`src/rtl/dmac_pkg.sv`:
```
// Shared encodings for the DMAC configuration slave: AHB-Lite transfer/response
// codes, register offsets and slave FSM states.
package dmac_pkg;

    typedef enum logic [1:0] {
        TR_IDLE   = 2'b00,
        TR_BUSY   = 2'b01,
        TR_NONSEQ = 2'b10,
        TR_SEQ    = 2'b11
    } htrans_t;

    localparam logic [1:0] HRESP_OKAY  = 2'b00;
    localparam logic [1:0] HRESP_ERROR = 2'b01;

    localparam logic [2:0] HSIZE_WORD = 3'b010;

    localparam logic [7:0] OFS_SADDR = 8'h00;
    localparam logic [7:0] OFS_DADDR = 8'h04;
    localparam logic [7:0] OFS_TSIZE = 8'h08;
    localparam logic [7:0] OFS_CTRL  = 8'h0C;
    localparam logic [7:0] OFS_ARM   = 8'h20;

    // Kept as plain constants so older tools and netlist dumps see raw codes.
    typedef logic [1:0] slv_state_t;
    localparam slv_state_t S_IDLE = 2'd0;
    localparam slv_state_t S_WAIT = 2'd1;
    localparam slv_state_t S_ERR1 = 2'd2;
    localparam slv_state_t S_ERR2 = 2'd3;

endpackage

```
`src/rtl/dmac_cfg_regfile.sv`:
```
// Two descriptors of four words each. Flags address-phase hits and writes that
// target a descriptor whose DMA request is still pending.
module dmac_cfg_regfile
    import dmac_pkg::*;
#(
    parameter int ADDR_W = 8,
    parameter int DATA_W = 32
) (
    input  logic              clk,
    input  logic              rst,
    input  logic [ADDR_W-3:0] chk_waddr,
    input  logic [1:0]        dmac_req,
    output logic              desc_hit,
    output logic              desc_locked,
    input  logic              wr_en,
    input  logic [ADDR_W-3:0] acc_waddr,
    input  logic [DATA_W-1:0] wr_data,
    output logic [DATA_W-1:0] rd_data
);

    logic [1:0][3:0][DATA_W-1:0] desc_q, desc_d;
    logic                        acc_hit;

    // Word addresses 0..7 cover both descriptors; bit 2 selects the descriptor.
    assign desc_hit    = (chk_waddr[ADDR_W-3:3] == '0);
    assign desc_locked = dmac_req[chk_waddr[2]];
    assign acc_hit     = (acc_waddr[ADDR_W-3:3] == '0);
    assign rd_data     = desc_q[acc_waddr[2]][acc_waddr[1:0]];

    always_comb begin
        desc_d = desc_q;
        if (wr_en && acc_hit)
            desc_d[acc_waddr[2]][acc_waddr[1:0]] = wr_data;
    end

    always_ff @(posedge clk or posedge rst) begin
        if (rst) desc_q <= '0;
        else     desc_q <= desc_d;
    end

endmodule

```
`src/rtl/dmac_cfg_slave.sv`:
```
// AHB-Lite configuration slave for the DMAC: descriptor storage, ARM register
// driving DmacReq, and a response FSM with a fixed number of wait states.
module dmac_cfg_slave
    import dmac_pkg::*;
#(
    parameter int ADDR_W      = 8,
    parameter int DATA_W      = 32,
    parameter int WAIT_STATES = 1
) (
    input  logic              clk,
    input  logic              rst,
    input  logic              HSel,
    input  logic [ADDR_W-1:0] HAddr,
    input  logic [1:0]        HTrans,
    input  logic              HWrite,
    input  logic [2:0]        HSize,
    input  logic [DATA_W-1:0] HWData,
    input  logic              HReady,
    output logic              HReadyOut,
    output logic [1:0]        HResp,
    output logic [DATA_W-1:0] HRData,
    input  logic [1:0]        ReqAck,
    output logic [1:0]        DmacReq
);

    slv_state_t        state_q, state_d;
    logic [1:0]        cnt_q, cnt_d;
    logic [ADDR_W-1:0] addr_q, addr_d;
    logic              write_q, write_d;
    logic              dphase_q, dphase_d;
    logic [1:0]        dmac_req_q, dmac_req_d;
    logic [DATA_W-1:0] hrdata_q, hrdata_d;

    logic              hready_out, accept, acc_err, complete;
    logic              chk_arm, acc_arm, desc_hit, desc_locked;
    logic [DATA_W-1:0] rf_rd_data, rd_word;

    assign hready_out = (state_q == S_IDLE) || (state_q == S_ERR2) ||
                        ((state_q == S_WAIT) && (cnt_q == '0));
    assign complete   = dphase_q && hready_out;

    assign accept  = HSel && HReady && hready_out &&
                     ((HTrans == TR_NONSEQ) || (HTrans == TR_SEQ));
    assign chk_arm = (HAddr == ADDR_W'(OFS_ARM));
    assign acc_arm = (addr_q == ADDR_W'(OFS_ARM));
    assign acc_err = !(desc_hit || chk_arm) || (HAddr[1:0] != 2'b00) ||
                     (HSize != HSIZE_WORD) || (HWrite && desc_hit && desc_locked);

    dmac_cfg_regfile #(.ADDR_W(ADDR_W), .DATA_W(DATA_W)) u_regfile (
        .clk        (clk),
        .rst        (rst),
        .chk_waddr  (HAddr[ADDR_W-1:2]),
        .dmac_req   (dmac_req_q),
        .desc_hit   (desc_hit),
        .desc_locked(desc_locked),
        .wr_en      (complete && write_q),
        .acc_waddr  (addr_q[ADDR_W-1:2]),
        .wr_data    (HWData),
        .rd_data    (rf_rd_data)
    );

    always_comb begin
        state_d  = state_q;
        cnt_d    = cnt_q;
        addr_d   = addr_q;
        write_d  = write_q;
        dphase_d = dphase_q;
        if (state_q == S_WAIT && cnt_q != '0) cnt_d = cnt_q - 2'd1;
        if (state_q == S_ERR1) state_d = S_ERR2;
        // Any ready cycle retires the current data phase and may take the next address phase.
        if (hready_out) begin
            state_d  = S_IDLE;
            dphase_d = 1'b0;
            if (accept) begin
                if (acc_err) begin
                    state_d = S_ERR1;
                end else begin
                    dphase_d = 1'b1;
                    addr_d   = HAddr;
                    write_d  = HWrite;
                    cnt_d    = 2'(WAIT_STATES);
                    state_d  = (WAIT_STATES == 0) ? S_IDLE : S_WAIT;
                end
            end
        end
    end

    // Arm is OR'ed after the ack mask so a same-cycle arm wins.
    always_comb begin
        dmac_req_d = dmac_req_q & ~ReqAck;
        if (complete && write_q && acc_arm) dmac_req_d = dmac_req_d | HWData[1:0];
    end

    always_comb begin
        rd_word  = acc_arm ? {{(DATA_W-2){1'b0}}, dmac_req_q} : rf_rd_data;
        hrdata_d = (complete && !write_q) ? rd_word : hrdata_q;
    end

    always_ff @(posedge clk or posedge rst) begin
        if (rst) begin
            state_q    <= S_IDLE;
            cnt_q      <= '0;
            addr_q     <= '0;
            write_q    <= 1'b0;
            dphase_q   <= 1'b0;
            dmac_req_q <= '0;
            hrdata_q   <= '0;
        end else begin
            state_q    <= state_d;
            cnt_q      <= cnt_d;
            addr_q     <= addr_d;
            write_q    <= write_d;
            dphase_q   <= dphase_d;
            dmac_req_q <= dmac_req_d;
            hrdata_q   <= hrdata_d;
        end
    end

    assign HReadyOut = hready_out;
    assign HResp     = (state_q == S_ERR1 || state_q == S_ERR2) ? HRESP_ERROR : HRESP_OKAY;
    assign HRData    = hrdata_d;
    assign DmacReq   = dmac_req_q;

endmodule

```
`config.mk`:
```
export PLATFORM = sky130hd
export DESIGN_NAME = dmac_cfg_slave
export DESIGN_NICKNAME = d
export VERILOG_FILES = /design/src/rtl/dmac_pkg.sv /design/src/rtl/dmac_cfg_regfile.sv /design/src/rtl/dmac_cfg_slave.sv
export SDC_FILE = /design/constraint.sdc
export NUM_CORES = 1
export LEC_CHECK = 0
export BUFFER_PORTS_ARGS = -buffer_cell sky130_fd_sc_hd__buf_2
export CELL_PAD_IN_SITES_DETAIL_PLACEMENT = 0
export CELL_PAD_IN_SITES_GLOBAL_PLACEMENT = 1
export CORE_MARGIN = 8
export CORE_UTILIZATION = 50
export DETAILED_ROUTE_END_ITERATION = 7
export PLACE_DENSITY = 0.75
export SYNTH_ARGS = -nofsm -noshare
export SYNTH_HDL_FRONTEND = slang
export SYNTH_SLANG_ARGS = --single-unit
```
`constraint.sdc`:
```
create_clock -name clk -period 22.2 [get_ports clk]
set_input_delay 2.22 -clock clk [delete_from_list [all_inputs] [get_ports clk]]
set_output_delay 2.22 -clock clk [all_outputs]
set_load 0.05 [all_outputs]
```
# Word-level counts from Yosys, hierarchy flattened
# Index checks and enable logic that the tools add are counted.
dict set report word_totals {
  ff_bits 304
  latchBits 0
  ram_bits 0
  rom_bits 0
  in_bits 52
  out_inout_bits 37
  elab_cells 90
  mem_count 0
}
dict set report op_classes {
  n_addsub 1
  n_mul 0
  div_mod_pow 0
  n_lt_le_gt_ge 5
  eq_ne 8
  shift 0
  n_mux 25
  bitwise 4
  reduce_logical 32
}
# cell count
set ops {}
lappend ops {{$mux 128} 3}
lappend ops {{$bwmux 256} 1}
lappend ops {{$demux 128 s1} 1}
lappend ops {{$mux 32} 4}
lappend ops {{$bmux 32 s2} 1}
lappend ops {{$demux 32 s2} 1}
lappend ops {{$mux 2} 9}
lappend ops {{$eq 8x6->1 const B} 2}
lappend ops {{$logic_and 1x1->1} 14}
lappend ops {{$eq 2x2->1 const B} 4}
lappend ops {{$logic_or 1x1->1} 8}
lappend ops {{$logic_not 3->1} 2}
lappend ops {{$reduce_bool 2->1} 3}
lappend ops {{$mux 1} 5}
lappend ops {{$logic_not 2->1} 2}
lappend ops {{$lt 1x2->1 const B} 2}
lappend ops {{$lt 2x3->1 const B} 1}
lappend ops {{$ne 3x2->1 const B} 1}
lappend ops {{$reduce_and 3->1} 1}
lappend ops {{$and 2x2->2} 1}
lappend ops {{$eq 2x1->1 const B} 1}
lappend ops {{$ge 2x1->1 const B} 1}
lappend ops {{$logic_not 1->1} 2}
lappend ops {{$not 2->2} 1}
lappend ops {{4 further kinds} 4}

# Logic depth before layout (Yosys ltp)
dict set report depth {
  depth_word 9
  ltp_mapped 9
}

# Modules after synthesis
# Synthesis repeated with hierarchy kept, for this count alone.
dict set report unflattened {
  cells_unflattened 815
  hier_area_um2 13455.4
}
# mod n_inst cells_each area_per_inst_um2 seq_area_each_um2
set modules_own_cells {}
lappend modules_own_cells {dmac_cfg_regfile 1 671 11529.8 6406.1}
lappend modules_own_cells {dmac_cfg_slave 1 144 1925.6 1201.2}

# Least setup slack after synthesis
# No wires, ideal clock.
dict set report synth_timing {
  kind {reg-to-output}
  start {reg state_q[0]}
  end {out HRData[21]}
  arrival_ps 2855
  t_required_ps 19980
  path_slack_ps 17125
  path_stages_with_launch 8
  path_cell_list {dfrtp_1 > inv_1 > ha_1 > a21oi_2 > nor3b_1 > nand2b_1 > clkbuf_1 > o21ai_0}
}
dict set report synth_between {
  elab_chain_len 6
  word_cells_on_any_way 9
  classes_between {eq/ne (2); mux (1); reduce/logical (6)}
}
# element line_no
set synth_lines {}
lappend synth_lines {{start, declared} dmac_cfg_slave.sv:26} ;# slv_state_t state_q, state_d;
lappend synth_lines {{start signal, assigned} dmac_cfg_slave.sv:109} ;# state_q <= state_d;
lappend synth_lines {{$eq 2x2->1, or another cell as far along} dmac_cfg_slave.sv:38} ;# assign hready_out = (state_q == S_IDLE) || (state_q == S_ERR2) ||
lappend synth_lines {{$logic_or 1x1->1 or $logic_and 1x1->1 (tied branches)} {dmac_cfg_slave.sv:38, dmac_cfg_slave.sv:39}}
lappend synth_lines {{$logic_or 1x1->1 *} dmac_cfg_slave.sv:38}
lappend synth_lines {{$logic_and 1x1->1 *} dmac_cfg_slave.sv:40} ;# assign complete = dphase_q && hready_out;
lappend synth_lines {{$logic_and 1x1->1 *} dmac_cfg_slave.sv:96} ;# hrdata_d = (complete && !write_q) ? rd_word : hrdata_q;
lappend synth_lines {{$mux 32 *} dmac_cfg_slave.sv:96}
lappend synth_lines {{end, declared} dmac_cfg_slave.sv:21} ;# output logic [DATA_W-1:0] HRData,
# Mark *: on every way between the ends. The rest lies on a longest branch, timed or not.

# Final worst setup path
dict set report layout_timing {
  start {reg addr_q[3]}
  end {out HRData[13]}
}
dict set report layout_between {
  elab_chain_len 4
  word_cells_on_any_way 5
  classes_between {eq/ne (1); mux (4)}
}
# element line_no
set layout_lines {}
lappend layout_lines {{start, declared} dmac_cfg_slave.sv:28} ;# logic [ADDR_W-1:0] addr_q, addr_d;
lappend layout_lines {{start signal, assigned} dmac_cfg_slave.sv:111} ;# addr_q <= addr_d;
lappend layout_lines {{$bmux 32 s2} dmac_cfg_regfile.sv:28} ;# assign rd_data = desc_q[acc_waddr[2]][acc_waddr[1:0]];
lappend layout_lines {{$mux 32 (not written as such)} dmac_cfg_regfile.sv:28}
lappend layout_lines {{$mux 32 *} dmac_cfg_slave.sv:95} ;# rd_word = acc_arm ? {{(DATA_W-2){1'b0}}, dmac_req_q} : rf_rd_data;
lappend layout_lines {{$mux 32 *} dmac_cfg_slave.sv:96}
# Mark *: on every way between the ends. The rest lies on a longest branch, timed or not. The select of a mux whose other input is x is not followed.

==> summary.md <==
| Metric | Value |
|---|---|
| Status | `completed` |
| Routed Antenna Nets | `0` |
| Die height | `180 um` |
| Register area share after synthesis | `between 50 and 60%` |
| Slew Limit Fails | `0` |
| PortBufs | `86` |
| Initial Util | `50.4%` |
| Routed WL | `a little over 30000 um` |
| Die area | `between 30000 and 40000 um^2` |
| I/O Pins | `between 80 and 90` |
| Layout cells sized above 1 | `a little over two fifths` |
| Pleak | `approximately 6.7 nW` |
| Layout Utilization | `between 50% and 60%` |
| Area leader, netlist | `dfrtp_1` |
| Post-route minimum period | `5980 ps` |
| DP HPWL | `roughly 18000 um` |
| RSZ-0062 raised after global routing | `no` |
| Vias | `approximately 8k` |
| Clock Tree Root | `clkbuf_16` |
| Fin. Hold Viols | `0` |
| Gpl congestion | `roughly 0.67` |
| Hold WC Path Type | `reg2reg` |
| Mean Syn Cell Area | `roughly 15 um^2` |
| Vias in the first global route | `8413` |
| Worst-Skew Late Latency | `roughly 510 ps` |
| Post-synth top flop | `dfrtp_1` |
| #FFs+latches synth | `approximately 300` |
| CTS buffer count | `34` |
| Placed inst area | `approximately 14000 um^2` |
| Largest net degree at the start of global routing | `89` |
| Area grow syn2layout | `13.2%` |
| DR WL met3 | `1150 um` |
| Ys Warns | `0` |
| Final setup viols | `0` |
| FILL cells | `roughly 2.2k` |
| Syn_nets | `982` |
| WS Path Type | `reg2out` |
| F_max | `0.167 GHz` |
| Core area | `between 20000 and 30000 um^2` |
| Slew margin rel. | `22.1%` |
| Period utilization | `roughly 27%` |
| Vias/cell | `between 5 and 6` |
| Mapped Area | `around 13000 um^2` |
| Setup WS post-layout | `about 16000 ps` |
| Design Area, Final | `around 15000 um^2` |
| Least-Margin Pin Slew | `~1200 ps` |
| Gr ovfl total | `0` |
| CTS tree | `built` |
| Req. time, crit path | `19980 ps` |
| WL met2 | `~15000 um` |
| Synth area leaders | `dfrtp_1 56%, mux2_2 18%, mux4_2 5.7%` |
| Die Width | `approximately 180 um` |
| DR iter-0 viols | `approximately 530` |
| Deepest clock path buffer count | `3` |
| First-pass GRT wire length | `about 50000 um` |
| Worst hold slack | `482 ps` |
| Yosys cell types | `55` |
| Residual DRC count | `0` |
| Initial antenna violation count | `1` |
| Wirelength per Cell | `around 23 um` |
| First-pass DRT Iterations | `4` |
| Max-Cap Viols | `0` |
| Post-synth EDFFs | `0` |
| Hold Buf Count CTS | `0` |
| Worst-path maximum fanout | `41` |
| Crit start category | `register` |
| H-tree levels | `2` |
| Skew final | `slightly below 20 ps` |
| Clock transition at path regs | `~60 ps` |
| Row cnt | `60` |
| Nets@finish | `approximately 1.1k` |
| Post-synth ARST share | `between 90% and 100%` |
| Pwr dens | `79.4 nW/um^2` |
| Setup Buffers After CTS | `0` |
| Cell with the most instances after synthesis | `dfrtp_1` |
| Critical Path End Type | `primary output` |
| Clock Sinks | `between 300 and 400` |
| GRT Resource Usage Total | `about a fifth` |
| Max Used Layer | `met5` |
| Most frequent cells after synthesis | `304 x dfrtp_1, 218 x mux2_2, 60 x mux2_1, 36 x mux2i_1, 34 x mux4_2` |
| Place WS | `between 15000 and 20000 ps` |
| Worst VDD drop | `0.0000498 V` |
| Synthesized instance count | `roughly 930` |
| Synth top area share | `between 50% and 60%` |
| M1 wire length | `14100 um` |
| Setup TNS | `0 ps` |
| Critical path arrival | `between 3000 and 4000 ps` |
| Post-CTS sizing | `0` |
area by class of cell:
type                            count  area [um^2]  area share [%]
Sequential cell                   304         7610            49.9
Tap cell                          341          427            2.80
Multi-Input combinational cell    548         5520            36.2
Clock buffer                       47          981            6.43
Inverter                           10         45.0           0.295
Antenna cell                        1         2.50          0.0164
Clock inverter                     12         98.8           0.648
Timing Repair Buffer              103          558            3.66
cell usage in the layout, fill, tap and decap left out, types with 3 or more instances in the layout:
master	instances
o2bb2ai_1	4
nand3_1	14
nor3_1	10
nand2_1	20
mux2_2	218
clkbuf_16	35
buf_2	86
clkbuf_1	6
nand2b_1	4
buf_4	17
nand2_2	4
clkinv_2	6
a2bb2oi_1	6
mux2i_1	36
ha_1	4
mux4_2	34
o21ai_0	16
clkinvlp_4	4
a22oi_1	14
a22o_1	3
a21oi_1	11
clkbuf_8	6
a221o_1	7
o22ai_1	10
a221oi_1	6
inv_1	7
mux2_1	60
nor2b_1	9
o21ai_1	10
nor2_1	14
dfrtp_1	302
flip-flops by register name, indices dropped and copies added (netlist names):
name	count
u_regfile.desc_q	256
hrdata_q	32
addr_q	8
DmacReq	2
cnt_q	2
state_q	2
dphase_q	1
write_q	1
kinds of logic (layout without fill, tap and decap cells):
kind of cell             Yosys count  count (layout)  share of synthesized area [%]
AO/OA/AOI/OAI                    101             101                           5.18
other                              1               2                         0.0278
multiplexers                     348             348                           31.6
XOR/XNOR                           1               1                         0.0650
adder cells (fa/ha/maj)            4               4                          0.371
flip-flops                       304             304                           56.5
buffers and inverters             74             172                           2.71
AND/OR/NAND/NOR                   93              93                           3.60
critical path, cell delays in order, from the launching register on:
cell and delay [ps]:
dfrtp_4 730, nor4_1 520, and4_1 530, nand2b_1 610
buf_4 400, o22ai_1 210, buf_2 250
stage by stage:
stage	cells	power, mW
CTS	1365	1.23
global route	1365	1.26
detailed placement	1306	0.681
global placement	1306	0.678
finish	1366	1.21
floorplan	926	0.655
power breakdown:
| part | internal (mW) | switching, mW | total, mW |
|---|---|---|---|
| combinational | 0.0346 | 0.0438 | 0.0785 |
| sequential | 0.579 | 0.0125 | 0.591 |
| clock | 0.321 | 0.221 | 0.542 |
routing by layer:
metal | track usage [%] | up-vias
met2 | 31.4 | 127
met3 | 3.25 | 51
met4 | 4.89 | 2
li1 | - | 3580
met1 | 26.5 | 4225
met5 | 0 | -
final timing paths:
path	slack (ps)	startpoint	endpoint	cells past startpoint
min in group asynchronous	1810	rst	hrdata_q[12]	2
min reg2reg	480	hrdata_q[22]	hrdata_q[22]	2
max	16220	addr_q[3]	HRData[13]	6
min	480	hrdata_q[22]	hrdata_q[22]	2
max reg2reg	18230	addr_q[4]	u_regfile.desc_q[204]	5
max in group asynchronous	18110	rst	addr_q[4]	4
Power figures use the tool's default switching activity.
